`src/rtl/preset_entry.sv`:
```
// Preset editor for the stopwatch countdown mode. Four debounced button
// levels become two BCD preset digits, committed to the down counter with a
// load/ack handshake, plus digit-select and blink outputs for the display mux.
module preset_entry #(
  parameter int unsigned MAX_HI    = 9,
  parameter int unsigned MAX_LO    = 9,
  parameter int unsigned INIT_HI   = 0,
  parameter int unsigned INIT_LO   = 9,
  parameter int unsigned BLINK_DIV = 25000000
) (
  input  logic       clk,
  input  logic       r,
  input  logic       btn_inc,
  input  logic       btn_dec,
  input  logic       btn_sel,
  input  logic       btn_set,
  input  logic       load_ack,
  output logic [3:0] preval_2,
  output logic [3:0] preval_3,
  output logic       load,
  output logic [1:0] edit_sel,
  output logic       blink
);

  localparam int unsigned CW = (BLINK_DIV > 2) ? $clog2(BLINK_DIV) : 1;

  typedef enum logic [1:0] {
    IDLE    = 2'd0,
    EDIT_HI = 2'd1,
    EDIT_LO = 2'd2,
    LOAD    = 2'd3
  } state_t;

  state_t         state, state_n;
  logic [3:0]     hi_n, lo_n;
  logic [3:0]     btn_s, btn_p, pulse;
  logic           armed;
  logic [CW-1:0]  cnt;
  logic           in_edit, edit_n, restart;

  // Bit order of the button vectors: {set, sel, dec, inc}
  logic p_inc, p_dec, p_sel, p_set;
  assign pulse = btn_s & ~btn_p;
  assign p_inc = pulse[0];
  assign p_dec = pulse[1];
  assign p_sel = pulse[2];
  assign p_set = pulse[3];

  // Button synchronisers and history for rising-edge detection.
  // History is held at 1 for the first edge after reset so that a button held
  // through reset does not look like a fresh press when the sync reg fills.
  always_ff @(posedge clk) begin
    if (!r) begin
      btn_s <= '0;
      btn_p <= '1;
      armed <= 1'b0;
    end else begin
      btn_s <= {btn_set, btn_sel, btn_dec, btn_inc};
      btn_p <= armed ? btn_s : btn_p;
      armed <= 1'b1;
    end
  end

  // Next-state and digit arithmetic; set beats sel beats inc/dec.
  always_comb begin
    state_n = state;
    hi_n    = preval_2;
    lo_n    = preval_3;
    case (state)
      IDLE: begin
        if (p_set)      state_n = LOAD;
        else if (p_sel) state_n = EDIT_HI;
      end
      EDIT_HI, EDIT_LO: begin
        if (p_set) begin
          state_n = LOAD;
        end else if (p_sel) begin
          state_n = (state == EDIT_HI) ? EDIT_LO : EDIT_HI;
        end else if (p_inc ^ p_dec) begin
          if (state == EDIT_HI) begin
            if (p_inc) hi_n = (preval_2 == 4'(MAX_HI)) ? 4'd0 : preval_2 + 4'd1;
            else       hi_n = (preval_2 == 4'd0) ? 4'(MAX_HI) : preval_2 - 4'd1;
          end else begin
            if (p_inc) lo_n = (preval_3 == 4'(MAX_LO)) ? 4'd0 : preval_3 + 4'd1;
            else       lo_n = (preval_3 == 4'd0) ? 4'(MAX_LO) : preval_3 - 4'd1;
          end
        end
      end
      LOAD: begin
        if (load_ack) state_n = IDLE;
      end
      default: state_n = IDLE;
    endcase
  end

  assign in_edit = (state == EDIT_HI) || (state == EDIT_LO);
  assign edit_n  = (state_n == EDIT_HI) || (state_n == EDIT_LO);
  // Counter restarts on a select press or when an edit state is first entered
  assign restart = edit_n && (p_sel || !in_edit);

  // State, digits and registered outputs decoded from the next state.
  always_ff @(posedge clk) begin
    if (!r) begin
      state    <= IDLE;
      preval_2 <= 4'(INIT_HI);
      preval_3 <= 4'(INIT_LO);
      load     <= 1'b0;
      edit_sel <= 2'b00;
    end else begin
      state    <= state_n;
      preval_2 <= hi_n;
      preval_3 <= lo_n;
      load     <= (state_n == LOAD);
      case (state_n)
        EDIT_HI: edit_sel <= 2'b10;
        EDIT_LO: edit_sel <= 2'b01;
        default: edit_sel <= 2'b00;
      endcase
    end
  end

  // Blink divider: runs only while editing, toggles blink on each wrap.
  always_ff @(posedge clk) begin
    if (!r) begin
      cnt   <= '0;
      blink <= 1'b0;
    end else if (!edit_n) begin
      cnt   <= '0;
      blink <= 1'b0;
    end else if (restart) begin
      cnt   <= '0;
      blink <= 1'b1;
    end else if (cnt == CW'(BLINK_DIV - 1)) begin
      cnt   <= '0;
      blink <= ~blink;
    end else begin
      cnt   <= cnt + 1'b1;
    end
  end

endmodule

```
`config.mk`:
```
export PLATFORM = sky130hd
export DESIGN_NAME = preset_entry
export DESIGN_NICKNAME = d
export VERILOG_FILES = /design/src/rtl/preset_entry.sv
export SDC_FILE = /design/constraint.sdc
export NUM_CORES = 1
export LEC_CHECK = 0
export ABC_AREA = 1
export BUFFER_PORTS_ARGS = -buffer_cell sky130_fd_sc_hd__buf_4
export CAP_MARGIN = 20
export CORE_UTILIZATION = 25
export CTS_BUF_LIST = sky130_fd_sc_hd__clkbuf_8
export DETAILED_ROUTE_END_ITERATION = 6
export HOLD_SLACK_MARGIN = 0.15
export SLEW_MARGIN = 20
export SYNTH_ARGS = -nofsm -noshare
export SYNTH_HDL_FRONTEND = slang
export SYNTH_SLANG_ARGS = --single-unit
```
`constraint.sdc`:
```
create_clock -name clk -period 3.53 [get_ports clk]
set_input_delay 0.706 -clock clk [delete_from_list [all_inputs] [get_ports clk]]
set_output_delay 0.706 -clock clk [all_outputs]
set_load 0.01 [all_outputs]
```
---- Yosys cells after proc, flatten, opt, wreduce, memory -nomap -nowiden ----
Cells that the tools add are included.
word-level totals
  flip-flop bits (word level) ............. 48
  word-level logic and storage cells ...... 64
  output and inout port bits .............. 12
operators by class
  add/subtract/negate cells ............... 5
  reduce and logical (&&, ||, !) cells .... 14
  equal/unequal tests ..................... 9
  bitwise gates (word level) .............. 9
  multiplexer cells ....................... 17
operator list
  operator                 number
  $add A25 B1 Y25 const B  1
  $eq A25 B25 Y1 const B   1
  $mux W4                  6
  $mux W2                  6
  $reduce_and A5 Y1        2
  $add A4 B1 Y4 const B    2
  $eq A2 B2 Y1 const B     4
  $eq A4 B4 Y1 const B     2
  $logic_not A4 Y1         2
  $sub A4 B1 Y4 const B    2
  $not A1 Y1               6
  $pmux W2 S3              1
  $and A4 B4 Y4            1
  $eq A2 B1 Y1 const B     2
  $not A4 Y4               1
  $pmux W2 S2              1
  $reduce_or A4 Y1         1
  $logic_or A1 B1 Y1       3
  $mux W1                  3
  $logic_not A2 Y1         1
  $reduce_and A2 Y1        1
  $reduce_bool A2 Y1       1
  $reduce_or A2 Y1         1
  $logic_and A1 B1 Y1      1
  other kinds (2)          2

---- Longest topological paths before layout ----
  depth after elaboration ................. 9
  mapped depth ............................ 15
  gate-level depth less buffers ........... 14

---- Worst setup path after synthesis ----
No wires, ideal clock.
  kind .................................... register to register
  start ................................... register state[0]
  end ..................................... register cnt[23]
  setup time .............................. 70 ps
  buffers on the path ..................... 1
  arrival ................................. 1,971 ps
  path slack .............................. 1,490 ps
  stages on the path, launching flop included .. 15
  cell sequence ........................... dfxtp_1 inv_1 ha_1 nand2_1 nand3_1 nand2_1 nand2_1 inv_1 ha_1 nor2_1 nand2_1 inv_1 nand2_2 buf_6 a21oi_1
on the way
  longest elaborated chain between the ends .. 9
RTL lines
  item                                               line    source
  start: declaration                                 34      state_t state, state_n;
  start signal: assignment                           110     state <= state_n;
  $eq A2 B1 Y1                                       69, 78
  $mux W2                                            78      state_n = (state == EDIT_HI) ? EDIT_LO : EDIT_HI;
  $mux W2                                            77      end else if (p_sel) begin
  $mux W2                                            75      if (p_set) begin
  $pmux W2 S3 *                                      69      case (state)
  named net state_n[0]                               34
  $eq A2 B1 Y1 or $eq A2 B2 Y1 (tied branches)       97      assign edit_n = (state_n == EDIT_HI) || (state_n == EDIT_LO);
  $logic_or A1 B1 Y1 *                               97
  $logic_and A1 B1 Y1 or $not A1 Y1 (tied branches)  -
  $reduce_or A4 Y1 (no source line) *                -
  end signal: assignment                             137     cnt <= cnt + 1'b1;
  end: declaration                                   38      logic [CW-1:0] cnt;
The timed path passes the listed nets; every way through them passes the cells marked *.
A chain may end at the register's enable or synchronous reset.

---- Worst setup path in the final report ----
  start ................................... register state[0]
  end ..................................... register cnt[3]
The elaborated chain is that of the path after synthesis.

==> flow_results.xml <==
<?xml version="1.0" encoding="UTF-8"?>
<metrics>
  <group name="outcome">
    <metric name="run_status" unit="">finished clean</metric>
  </group>
  <group name="detailed_routing">
    <metric name="met3RoutedLength" unit="um">180</metric>
    <metric name="drtPass1Iterations" unit="">4</metric>
    <metric name="vias_after_detailed_routing" unit="">2354</metric>
    <metric name="met2_wirelength" unit="mm">2.37</metric>
    <metric name="drt_first_iter_violations" unit="">106</metric>
    <metric name="detail_route.wl_per_cell" unit="um">9.96</metric>
    <metric name="drt-met1-wl" unit="mm">2.76</metric>
    <metric name="dr.max_layer_used" unit="">met4</metric>
    <metric name="drcViolationCount" unit="">0</metric>
    <metric name="route.detailed.vias_per_inst" unit="">4.34</metric>
    <metric name="route.antenna.remaining_nets" unit="">0</metric>
    <metric name="finalWirelength" unit="mm">5.41</metric>
  </group>
  <group name="yosys">
    <metric name="synth-edff-count" unit="">0</metric>
    <metric name="asyncSetResetFlopFracSynth" unit="">0</metric>
    <metric name="synth_fp_nets" unit="">403</metric>
    <metric name="yosys_most_used_dff" unit="">dfxtp_1</metric>
    <metric name="synth_warnings" unit="">0</metric>
    <metric name="post_synth_top_area_cell" unit="">dfxtp_1</metric>
    <metric name="portion_of_the_post_synthesis_area_used_by_sequential_elements" unit="">0.369</metric>
    <metric name="syn_inst" unit="">388</metric>
    <metric name="synth.cell_area" unit="um^2">2610</metric>
    <metric name="yosys.area.top_type_share" unit="">0.369</metric>
    <metric name="syn-mean-instance-area" unit="um^2">6.72</metric>
    <metric name="synth_cell_type_count" unit="">23</metric>
    <metric name="yosysMostFrequentCell" unit="">nand2_1</metric>
    <metric name="yosys-top-cells-area" unit="">dfxtp_1, nand2_1, nor2_1, inv_1, nand3_1</metric>
    <metric name="synth_seq_cells" unit="">48</metric>
    <metric name="post_synth_most_frequent_cells" unit="">nand2_1, nor2_1, inv_1</metric>
  </group>
  <group name="pwr">
    <metric name="finalPower" unit="uW">986</metric>
    <metric name="leakage" unit="uW">0.00121</metric>
    <metric name="irDropWorstVdd" unit="mV">0.156</metric>
    <metric name="power-per-cell-area" unit="nW/um^2">332</metric>
  </group>
  <group name="timing">
    <metric name="max-slew-margin-rel" unit="">0.663</metric>
    <metric name="timing_worst_slew_pin_value" unit="ns">0.503</metric>
    <metric name="fin_skew" unit="ns">0.00571</metric>
    <metric name="min_period_over_period" unit="">0.699</metric>
    <metric name="total_negative_slack_for_setup_checks" unit="ns">0</metric>
    <metric name="timing.final.max_slew_violations" unit="">0</metric>
    <metric name="report.final.hold_viol_count" unit="">0</metric>
    <metric name="rsz0062_at_grt" unit="">false</metric>
    <metric name="period_needed" unit="ns">2.47</metric>
    <metric name="setup_viol" unit="">0</metric>
    <metric name="max_freq" unit="MHz">405</metric>
  </group>
  <group name="setup_path">
    <metric name="worst-endpoint-required" unit="ns">3.75</metric>
    <metric name="r2r_cells" unit="">13</metric>
    <metric name="setup.worst_path.end_class" unit="">register</metric>
    <metric name="timing.setup.critical_path_class" unit="">reg -&gt; reg</metric>
    <metric name="cp-start-kind" unit="">register</metric>
    <metric name="worstPathArrival" unit="ns">2.69</metric>
    <metric name="path_max_fanout" unit="">25</metric>
  </group>
  <group name="finish">
    <metric name="count_of_filler_cells_inserted_in_the_layout" unit="">1090</metric>
    <metric name="areaGrowthSynthToFinish" unit="%">14.0</metric>
    <metric name="nNetsFinal" unit="">424</metric>
    <metric name="antenna-diode-count" unit="">0</metric>
    <metric name="fin_util" unit="">0.298</metric>
    <metric name="post_route_cells_drive_above_1_share" unit="">0.105</metric>
  </group>
  <group name="floorplan">
    <metric name="fp.dieW" unit="um">104</metric>
    <metric name="dieArea" unit="um^2">10800</metric>
    <metric name="core" unit="um^2">9950</metric>
    <metric name="design.portCount" unit="">19</metric>
    <metric name="placementRows" unit="">36</metric>
    <metric name="die_y" unit="um">104</metric>
    <metric name="floorplan.initialDensity" unit="">0.262</metric>
  </group>
  <group name="global_route">
    <metric name="grt_antenna_before_repair" unit="">0</metric>
    <metric name="gr-total-overflow" unit="">0</metric>
    <metric name="first_global_vias" unit="">2118</metric>
    <metric name="grt_pass1_wl" unit="mm">9.45</metric>
    <metric name="grt_start_max_net_pins" unit="">26</metric>
    <metric name="globalRouteTotalUtil" unit="">0.106</metric>
  </group>
  <group name="clock_network">
    <metric name="cts_tree" unit="">yes</metric>
    <metric name="worstSkewPairLatency" unit="ns">0.30</metric>
    <metric name="post_cts_hold_buffer_count" unit="">0</metric>
    <metric name="cts_inserted_buffers" unit="">5</metric>
    <metric name="cts.sinks" unit="">48</metric>
    <metric name="cts_resized" unit="">0</metric>
    <metric name="root_buffer" unit="">clkbuf_8</metric>
    <metric name="clk_path_buf_depth" unit="">2</metric>
    <metric name="post-cts-setup-buffer-count" unit="">0</metric>
    <metric name="cts.htree.levels" unit="">2</metric>
    <metric name="cts.clk_slew.worst_paths" unit="ns">0.09</metric>
  </group>
  <group name="place">
    <metric name="routabilityCongestion" unit="">0.841</metric>
    <metric name="hpwlAfterDp" unit="mm">4.00</metric>
    <metric name="number_of_input_and_output_port_buffers_inserted" unit="">18</metric>
  </group>
  <group name="hold_path">
    <metric name="min_delay_path_depth" unit="">1</metric>
    <metric name="hold_class" unit="">reg -&gt; reg</metric>
  </group>
  <group name="flow_run">
    <metric name="timing.max_cap.violations" unit="">0</metric>
  </group>
</metrics>
critical path, cell delays in order, from the launching register on:
cell and delay (ns):
dfxtp_1 0.42, inv_1 0.07, ha_1 0.33, nand2_1 0.14, nand3_1 0.10, nand2_1 0.05
nand2_1 0.12, inv_1 0.07, ha_1 0.30, nor2_1 0.14, nand2_1 0.07, inv_1 0.06
nand2_2 0.29, a21oi_1 0.23
final timing paths:
check / slack (ns) / from / to
worst min register to register: 0.46 / cnt[0]$_SDFF_PP0_ / cnt[0]$_SDFF_PP0_
worst max register to register: 1.06 / state[0]$_SDFF_PN0_ / cnt[3]$_SDFF_PP0_
worst max-delay path: 1.06 / state[0]$_SDFF_PN0_ / cnt[3]$_SDFF_PP0_
worst min-delay path: 0.46 / cnt[0]$_SDFF_PP0_ / cnt[0]$_SDFF_PP0_
cell usage in the layout, fill, tap and decap left out:
| master | count |
|---|---|
| xnor2_1 | 6 |
| dfxtp_1 | 48 |
| clkinv_2 | 2 |
| nor3_2 | 1 |
| a21boi_0 | 1 |
| ha_1 | 8 |
| xor2_1 | 10 |
| nor2_1 | 62 |
| nor2_4 | 5 |
| clkbuf_8 | 6 |
| o22ai_1 | 1 |
| nand2_1 | 96 |
| a21oi_1 | 18 |
| inv_1 | 56 |
| nand3b_1 | 2 |
| o211ai_1 | 2 |
| nor3_1 | 1 |
| o21ai_0 | 16 |
| nor2_2 | 4 |
| buf_4 | 18 |
| nand3_2 | 2 |
| nand2_2 | 5 |
| nand3_1 | 32 |
| nand4_1 | 8 |
flip-flops by register name, indices dropped and copies added, names as in the netlist:
register and count:
load 1, blink 1, state 2, preval_2 4
btn_p 4, cnt 25, edit_sel 2, btn_s 4
armed 1, preval_3 4
final cells by class:
type / instances / area, um^2 / share of cell area
clock buffers: 6 / 82.6 / 0.0278
repair buffers: 18 / 135 / 0.0455
clock inverters: 2 / 10.0 / 0.00337
flip-flops and latches: 48 / 961 / 0.324
multi-input cells: 280 / 1410 / 0.473
inverters: 56 / 210 / 0.0708
well taps: 133 / 166 / 0.0560
cell families after synthesis:
family / after synthesis / share of synthesized area
and+or+nand+nor: 218 / 0.371
buffers and inverters: 60 / 0.0922
DFF: 48 / 0.369
AOI/OAI and AO/OA: 38 / 0.0763
xor gates and xnor gates: 16 / 0.0538
adders and majority gates: 8 / 0.0384
metal layers:
layer,global-route usage,vias up
li1,-,1250
met2,0.168,42
met1,0.140,1056
met5,0,-
met4,0.0408,0
met3,0.0213,6
per-stage QoR:
stage / hold WS [ns] / instances / worst slack (ns) / instance area, um^2
after floorplan: 0.417 / 388 / 1.49 / 2610
after global placement: 0.427 / 535 / 1.16 / 2880
after detailed placement: 0.443 / 535 / 1.08 / 2880
after CTS: 0.463 / 543 / 1.05 / 2970
after global routing: 0.501 / 543 / 0.795 / 2970
final: 0.459 / 543 / 1.06 / 2970
where the power goes:
| part | internal, uW | total [uW] | switching, uW |
|---|---|---|---|
| logic | 29.6 | 84.9 | 55.3 |
| clock network | 157 | 338 | 181 |
| registers | 554 | 563 | 9.46 |
| total | 740 | 986 | 246 |
No activity file was read; power rests on OpenSTA's default activity.
